--- config.mk ---
export PLATFORM = sky130hd
export DESIGN_NAME = merge_input_flat
export DESIGN_NICKNAME = d
export VERILOG_FILES = /design/src/rtl/merge_input_if.sv /design/src/rtl/merge_input.sv /design/src/flat_wrapper.sv
export SDC_FILE = /design/constraint.sdc
export NUM_CORES = 1
export LEC_CHECK = 0
export CAP_MARGIN = 20
export CORE_UTILIZATION = 35
export DETAILED_ROUTE_END_ITERATION = 12
export HOLD_SLACK_MARGIN = 0.05
export PLACE_DENSITY = 0.58
export SYNTH_ARGS = -nofsm -noshare
export SYNTH_HDL_FRONTEND = slang
export SYNTH_SLANG_ARGS = --single-unit
--- constraint.sdc ---
create_clock -name clk -period 2.85 [get_ports clk]
set_input_delay 0.4275 -clock clk [delete_from_list [all_inputs] [get_ports clk]]
set_output_delay 0.4275 -clock clk [all_outputs]
set_load 0.1 [all_outputs]
--- src/rtl/merge_input_if.sv ---
// Button/bus bundle for the time-entry block.
// master: button logic side; slave: merge_input side.
interface merge_input_if;
    logic       edit_req;
    logic       inc;
    logic       next;
    logic       cancel;
`ifdef MERGE_INPUT_DEC_EN
    logic       dec;
`endif
    logic [7:0] init_total;
    logic [3:0] left;
    logic [3:0] right;
    logic       editing;
    logic       sel;
    logic [7:0] total;
    logic       total_valid;

    modport master (
`ifdef MERGE_INPUT_DEC_EN
        output dec,
`endif
        output edit_req, inc, next, cancel, init_total,
        input  left, right, editing, sel, total, total_valid
    );

    modport slave (
`ifdef MERGE_INPUT_DEC_EN
        input  dec,
`endif
        input  edit_req, inc, next, cancel, init_total,
        output left, right, editing, sel, total, total_valid
    );
endinterface

--- src/rtl/merge_input.sv ---
// Time-entry block: edit a value as tens/ones digits, commit binary total.
// Ports: clk, rst_n (async, active-low), bus (merge_input_if.slave).
// Optional MERGE_INPUT_DEC_EN adds the dec button (decrement digit).
module merge_input #(
    parameter int MAX_VAL = 59
) (
    input  logic         clk,
    input  logic         rst_n,
    merge_input_if.slave bus
);
    localparam logic [7:0] MAXV = 8'(MAX_VAL);
    localparam logic [3:0] MAXT = 4'(MAX_VAL / 10);
    localparam logic [3:0] MAXO = 4'(MAX_VAL % 10);

    typedef enum logic [1:0] {
        S_IDLE,
        S_LOAD,
        S_TENS,
        S_ONES
    } state_t;

    state_t     r_state;
    state_t     w_nstate;
    logic [7:0] r_rem;
    logic [3:0] r_left;
    logic [3:0] r_right;
    logic [7:0] r_total;
    logic       r_tv;

    logic       w_editing;
    logic       w_sel;
    logic [7:0] w_clamp;
    logic [3:0] w_t_up;
    logic [3:0] w_lim;
    logic [3:0] w_o_up;
    logic [7:0] w_sum;
    logic [3:0] w_tot_t;
    logic [3:0] w_tot_o;
`ifdef MERGE_INPUT_DEC_EN
    logic [3:0] w_t_dn;
    logic [3:0] w_o_dn;
`endif

    assign w_clamp = (bus.init_total > MAXV) ? MAXV : bus.init_total;
    assign w_t_up  = (r_left >= MAXT) ? 4'd0 : r_left + 4'd1;
    assign w_lim   = (r_left == MAXT) ? MAXO : 4'd9;
    assign w_o_up  = (r_right >= w_lim) ? 4'd0 : r_right + 4'd1;
`ifdef MERGE_INPUT_DEC_EN
    assign w_t_dn  = (r_left == 4'd0) ? MAXT : r_left - 4'd1;
    assign w_o_dn  = (r_right == 4'd0) ? w_lim : r_right - 4'd1;
`endif
    // tens*10 + ones without a multiplier
    assign w_sum   = ({4'd0, r_left} << 3) + ({4'd0, r_left} << 1)
                   + {4'd0, r_right};
    // digits of the committed total, used when an edit is cancelled
    assign w_tot_t = 4'(r_total / 8'd10);
    assign w_tot_o = 4'(r_total % 8'd10);

    always_ff @(posedge clk or negedge rst_n) begin
        if (!rst_n) r_state <= S_IDLE;
        else        r_state <= w_nstate;
    end

    always_comb begin
        w_nstate = r_state;
        unique case (r_state)
            S_IDLE: if (bus.edit_req) w_nstate = S_LOAD;
            S_LOAD: if (r_rem < 8'd10) w_nstate = S_TENS;
            S_TENS: begin
                if (bus.cancel)    w_nstate = S_IDLE;
                else if (bus.next) w_nstate = S_ONES;
            end
            S_ONES: begin
                if (bus.cancel || bus.next) w_nstate = S_IDLE;
            end
            default: w_nstate = S_IDLE;
        endcase
    end

    always_comb begin
        w_editing = (r_state != S_IDLE);
        w_sel     = (r_state == S_ONES);
    end

    always_ff @(posedge clk or negedge rst_n) begin
        if (!rst_n) begin
            r_rem   <= 8'd0;
            r_left  <= 4'd0;
            r_right <= 4'd0;
            r_total <= 8'd0;
            r_tv    <= 1'b0;
        end else begin
            r_tv <= 1'b0;
            unique case (r_state)
                S_IDLE: begin
                    if (bus.edit_req) begin
                        r_rem  <= w_clamp;
                        r_left <= 4'd0;
                    end
                end
                S_LOAD: begin
                    // one decimal subtraction per cycle
                    if (r_rem >= 8'd10) begin
                        r_rem  <= r_rem - 8'd10;
                        r_left <= r_left + 4'd1;
                    end else begin
                        r_right <= r_rem[3:0];
                    end
                end
                S_TENS: begin
                    if (bus.cancel) begin
                        r_left  <= w_tot_t;
                        r_right <= w_tot_o;
                    end else if (bus.next) begin
                        r_left <= r_left;
                    end else if (bus.inc) begin
                        r_left <= w_t_up;
                        if (w_t_up == MAXT && r_right > MAXO)
                            r_right <= MAXO;
                    end
`ifdef MERGE_INPUT_DEC_EN
                    else if (bus.dec) begin
                        r_left <= w_t_dn;
                        if (w_t_dn == MAXT && r_right > MAXO)
                            r_right <= MAXO;
                    end
`endif
                end
                S_ONES: begin
                    if (bus.cancel) begin
                        r_left  <= w_tot_t;
                        r_right <= w_tot_o;
                    end else if (bus.next) begin
                        r_total <= w_sum;
                        r_tv    <= 1'b1;
                    end else if (bus.inc) begin
                        r_right <= w_o_up;
                    end
`ifdef MERGE_INPUT_DEC_EN
                    else if (bus.dec) begin
                        r_right <= w_o_dn;
                    end
`endif
                end
                default: r_rem <= 8'd0;
            endcase
        end
    end

    assign bus.left        = r_left;
    assign bus.right       = r_right;
    assign bus.editing     = w_editing;
    assign bus.sel         = w_sel;
    assign bus.total       = r_total;
    assign bus.total_valid = r_tv;
endmodule

--- src/flat_wrapper.sv ---
// flat-port wrapper written by rule: the top's interface ports become plain ports
module merge_input_flat 
#(
    parameter int MAX_VAL = 59
)
  (clk, rst_n, bus_edit_req, bus_inc, bus_next, bus_cancel, bus_init_total, bus_left, bus_right, bus_editing, bus_sel, bus_total, bus_total_valid);
  merge_input_if bus_i ();
  input  logic clk;
  input  logic rst_n;
  input wire logic [$bits(bus_i.edit_req)-1:0] bus_edit_req;
  input wire logic [$bits(bus_i.inc)-1:0] bus_inc;
  input wire logic [$bits(bus_i.next)-1:0] bus_next;
  input wire logic [$bits(bus_i.cancel)-1:0] bus_cancel;
  input wire logic [$bits(bus_i.init_total)-1:0] bus_init_total;
  output wire logic [$bits(bus_i.left)-1:0] bus_left;
  output wire logic [$bits(bus_i.right)-1:0] bus_right;
  output wire logic [$bits(bus_i.editing)-1:0] bus_editing;
  output wire logic [$bits(bus_i.sel)-1:0] bus_sel;
  output wire logic [$bits(bus_i.total)-1:0] bus_total;
  output wire logic [$bits(bus_i.total_valid)-1:0] bus_total_valid;
  assign bus_i.edit_req = bus_edit_req;
  assign bus_i.inc = bus_inc;
  assign bus_i.next = bus_next;
  assign bus_i.cancel = bus_cancel;
  assign bus_i.init_total = bus_init_total;
  assign bus_left = bus_i.left;
  assign bus_right = bus_i.right;
  assign bus_editing = bus_i.editing;
  assign bus_sel = bus_i.sel;
  assign bus_total = bus_i.total;
  assign bus_total_valid = bus_i.total_valid;
  merge_input #(.MAX_VAL(MAX_VAL)) u_core (.clk(clk), .rst_n(rst_n), .bus(bus_i));
endmodule
==> out/qor.txt <==
sum of overflow across all layers after global routing - 0
via count of the first global-routing pass - 2326
count of routing violations after the opening detailed-route iteration - 165
global placement routability congestion - 0.8823
Worst Path Max Fanout - 20
Reg clk slew, reported paths - 0.10 ns
antenna-violating nets left - 0
total number of H-tree levels - 1
sequential cell area fraction in the yosys report - 26.55%
Achievable Freq - 0.4058 GHz
critical setup path kind - flop to flop
die span in y - 87.27 µm
Setup crit start kind - flop
DR DRC count - 0
Syn Area/Cell - 7.928 µm²
number of enable-type register cells in the synthesized netlist - 0
remaining max-slew budget at the tightest pin - 62.72%
detailed-routing wirelength on met1 - 3.326 mm
most frequent cells in the layout - sky130_fd_sc_hd__o21ai_0, sky130_fd_sc_hd__nand2_1, sky130_fd_sc_hd__buf_4, sky130_fd_sc_hd__nor2_1, sky130_fd_sc_hd__dfrtp_1
total routing resource utilization after global routing - 19.46%
cell count after synthesis - 321
predominant post-synthesis flop cell - sky130_fd_sc_hd__dfrtp_1
1st-pass router iterations - 4
Setup-failing EPs final - 0
Routed met3 length - 355 µm
required arrival time at the worst endpoint - 3.01 ns
Die Area - 0.007616 mm²
endpoint type of the worst setup path - flop
number of max-slew violations in the final report - 0
number of clock sinks - 27
final antenna diode count - 0
number of antenna violations at the first check in global routing - 0
Critical Path Sink - u_core.bus.right[3]
clock period minus final worst setup slack - 2.465 ns
Inserted Clock Buffers - 3
Detail Route met2 WL - 3.116 mm
area used by multi-input combinational logic - 0.001680 mm²
Min Hold Slack - 0.5173 ns
number of rows created at floorplan - 30
Wirelength per Cell - 15.67 µm
detailed placement HPWL - 5.239 mm
number of flip-flops and latches in the synthesized netlist - 27
Sum Neg Setup Slack - 0 ns
number of unique standard cell types used by synthesis - 59
synthesized cell area - 0.002545 mm²
Worst-Skew Late Latency - 0.28 ns
wirelength, routed - 6.911 mm
Vias - 2448
depth of the worst register-to-register path - 7
commonest non-fill, non-tap cell in the layout - sky130_fd_sc_hd__o21ai_0
TritonCTS clock tree - yes
yosys warns - 0
highest metal used - met4
Port Buffer Count - 32
Sequential Area - 680.7 µm²
Final Hold Violating Endpoints - 0
origin of the worst setup path - u_core.bus.total[5]
Area growth, synth to finish - 15.58%
setup slack of the worst register-to-register path - 0.39 ns
syn nets - 351
io pins - 33
hold crit path type - input pin to asynchronous set/reset pin
count of nets after finishing - 376
number of fill cells in the layout - 716
placeable core area - 0.006907 mm²
period utilisation layout - 86.48%
largest net degree at the start of global routing - 28
outcome - complete, no violations
maximum clock skew at final layout - 0.006441 ns
max-capacitance violation count - 0
data arrival time at the worst-slack endpoint - 2.63 ns
fraction of final layout cells sized beyond drive strength 1 - 13.62%
Reg-to-Reg End - u_core.bus.right[3]
slew at the pin closest to its max-slew limit - 0.5451 ns
buffers from clock root to sink, at most - 2
setup repair after global routing missed its margin - false
global-route wire length before repair - 11.59 mm
floorplan die width - 87.27 µm
average via count per standard cell - 5.551
async set or reset register ratio after synthesis - 100.0%
startpoint of the lowest-slack register-to-register path - u_core.bus.total[5]
starting density of the core - 36.85%
final cell utilization of the core - 42.59%
clock root cell - sky130_fd_sc_hd__clkbuf_8
-- final cells by class --
cell class / instances / share of cell area (%)
timing repair buffer: 41 / 11.57
clock buffer: 4 / 1.531
tap: 96 / 4.083
sequential: 27 / 23.14
multi-input combinational: 253 / 57.12
inverter: 20 / 2.552
-- critical path, cell delays in order, from the launching register on --
cell	delay (ns)
sky130_fd_sc_hd__dfrtp_2	0.61
sky130_fd_sc_hd__nand3b_1	0.30
sky130_fd_sc_hd__o21ai_1	0.21
sky130_fd_sc_hd__o21ai_0	0.16
sky130_fd_sc_hd__a211o_1	0.34
sky130_fd_sc_hd__a311oi_1	0.45
sky130_fd_sc_hd__o22a_1	0.23
sky130_fd_sc_hd__o21ai_1	0.05
-- synth_stat cells, drive strengths merged (3+ instances only) --
| master | n | area, µm² |
|---|---|---|
| a2111oi | 3 | 32.53 |
| a211o | 4 | 35.03 |
| a211oi | 3 | 22.52 |
| a21boi | 3 | 22.52 |
| a21o | 6 | 45.04 |
| a21oi | 19 | 95.09 |
| a311oi | 3 | 26.28 |
| and3 | 4 | 25.02 |
| buf | 7 | 61.30 |
| clkbuf | 14 | 52.55 |
| dfrtp | 27 | 675.7 |
| ha | 14 | 175.2 |
| inv | 20 | 75.07 |
| mux2 | 4 | 45.04 |
| mux2i | 3 | 30.03 |
| nand2 | 29 | 108.9 |
| nand2b | 9 | 58.81 |
| nand3 | 7 | 35.03 |
| nand3b | 3 | 22.52 |
| nor2 | 27 | 101.4 |
| nor2b | 3 | 21.27 |
| nor3 | 10 | 50.05 |
| o211ai | 3 | 22.52 |
| o21a | 3 | 22.52 |
| o21ai | 36 | 180.2 |
| o221ai | 4 | 41.29 |
| o22a | 3 | 26.28 |
| o22ai | 9 | 56.30 |
| o31ai | 4 | 30.03 |
| xnor2 | 3 | 26.28 |
| xor2 | 6 | 71.32 |
-- state kept, by name (all words and copies together), names as in the netlist --
name	flops
u_core.bus.right	4
u_core.bus.left	4
u_core.bus.total	8
u_core.bus.total_valid	1
u_core.r_rem	8
u_core.r_state	2
-- metal layers --
layer / global-route usage (%) / up-vias
met5: 0 / -
met3: 2.654 / 10
met2: 28.62 / 70
met4: 5.961 / 0
met1: 29.21 / 1147
li1: - / 1221
-- how the worst min path moves through the flow --
stage | from | to
2_1_floorplan | rst_n | u_core.bus.left[0]
3_3_place_gp | u_core.r_rem[0] | u_core.r_rem[0]
3_5_place_dp | u_core.r_rem[0] | u_core.r_rem[0]
4_1_cts | rst_n | u_core.r_rem[0]
5_1_grt | rst_n | u_core.r_rem[4]
6_report | rst_n | u_core.r_rem[4]
-- repair_timing --
action                     4_1_cts  5_1_grt
gates resized for setup          0        1
buffers inserted                 0        0
setup endpoints to repair        0        2
hold buffers                     0        0
-- stage by stage --
stage / instance area (µm²) / setup WS, ns / cells
6_report: 2942 / 0.3855 / 441
5_1_grt: 2942 / 0.1184 / 441
4_1_cts: 2940 / 0.2900 / 441
3_5_place_dp: 2895 / 0.3028 / 437
3_3_place_gp: 2895 / 0.3573 / 437
2_1_floorplan: 2549 / 0.009210 / 321
-- cell families (layout without fill, tap and decap cells) --
group                    after synthesis  in the layout  synth area share (%)
multiplexers                           7              7                 2.950
flip-flops                            27             27                 26.55
buffers and inverters                 41             65                 7.423
AND/OR/NAND/NOR                      105            105                 20.55
adder cells (fa/ha/maj)               16             16                 8.456
AO/OA/AOI/OAI                        116            116                 30.24
XOR/XNOR                               9              9                 3.835
Power is left out: the tool's default activity adds up to more than one toggle a clock period on the data nets, which glitch-free logic cannot reach.
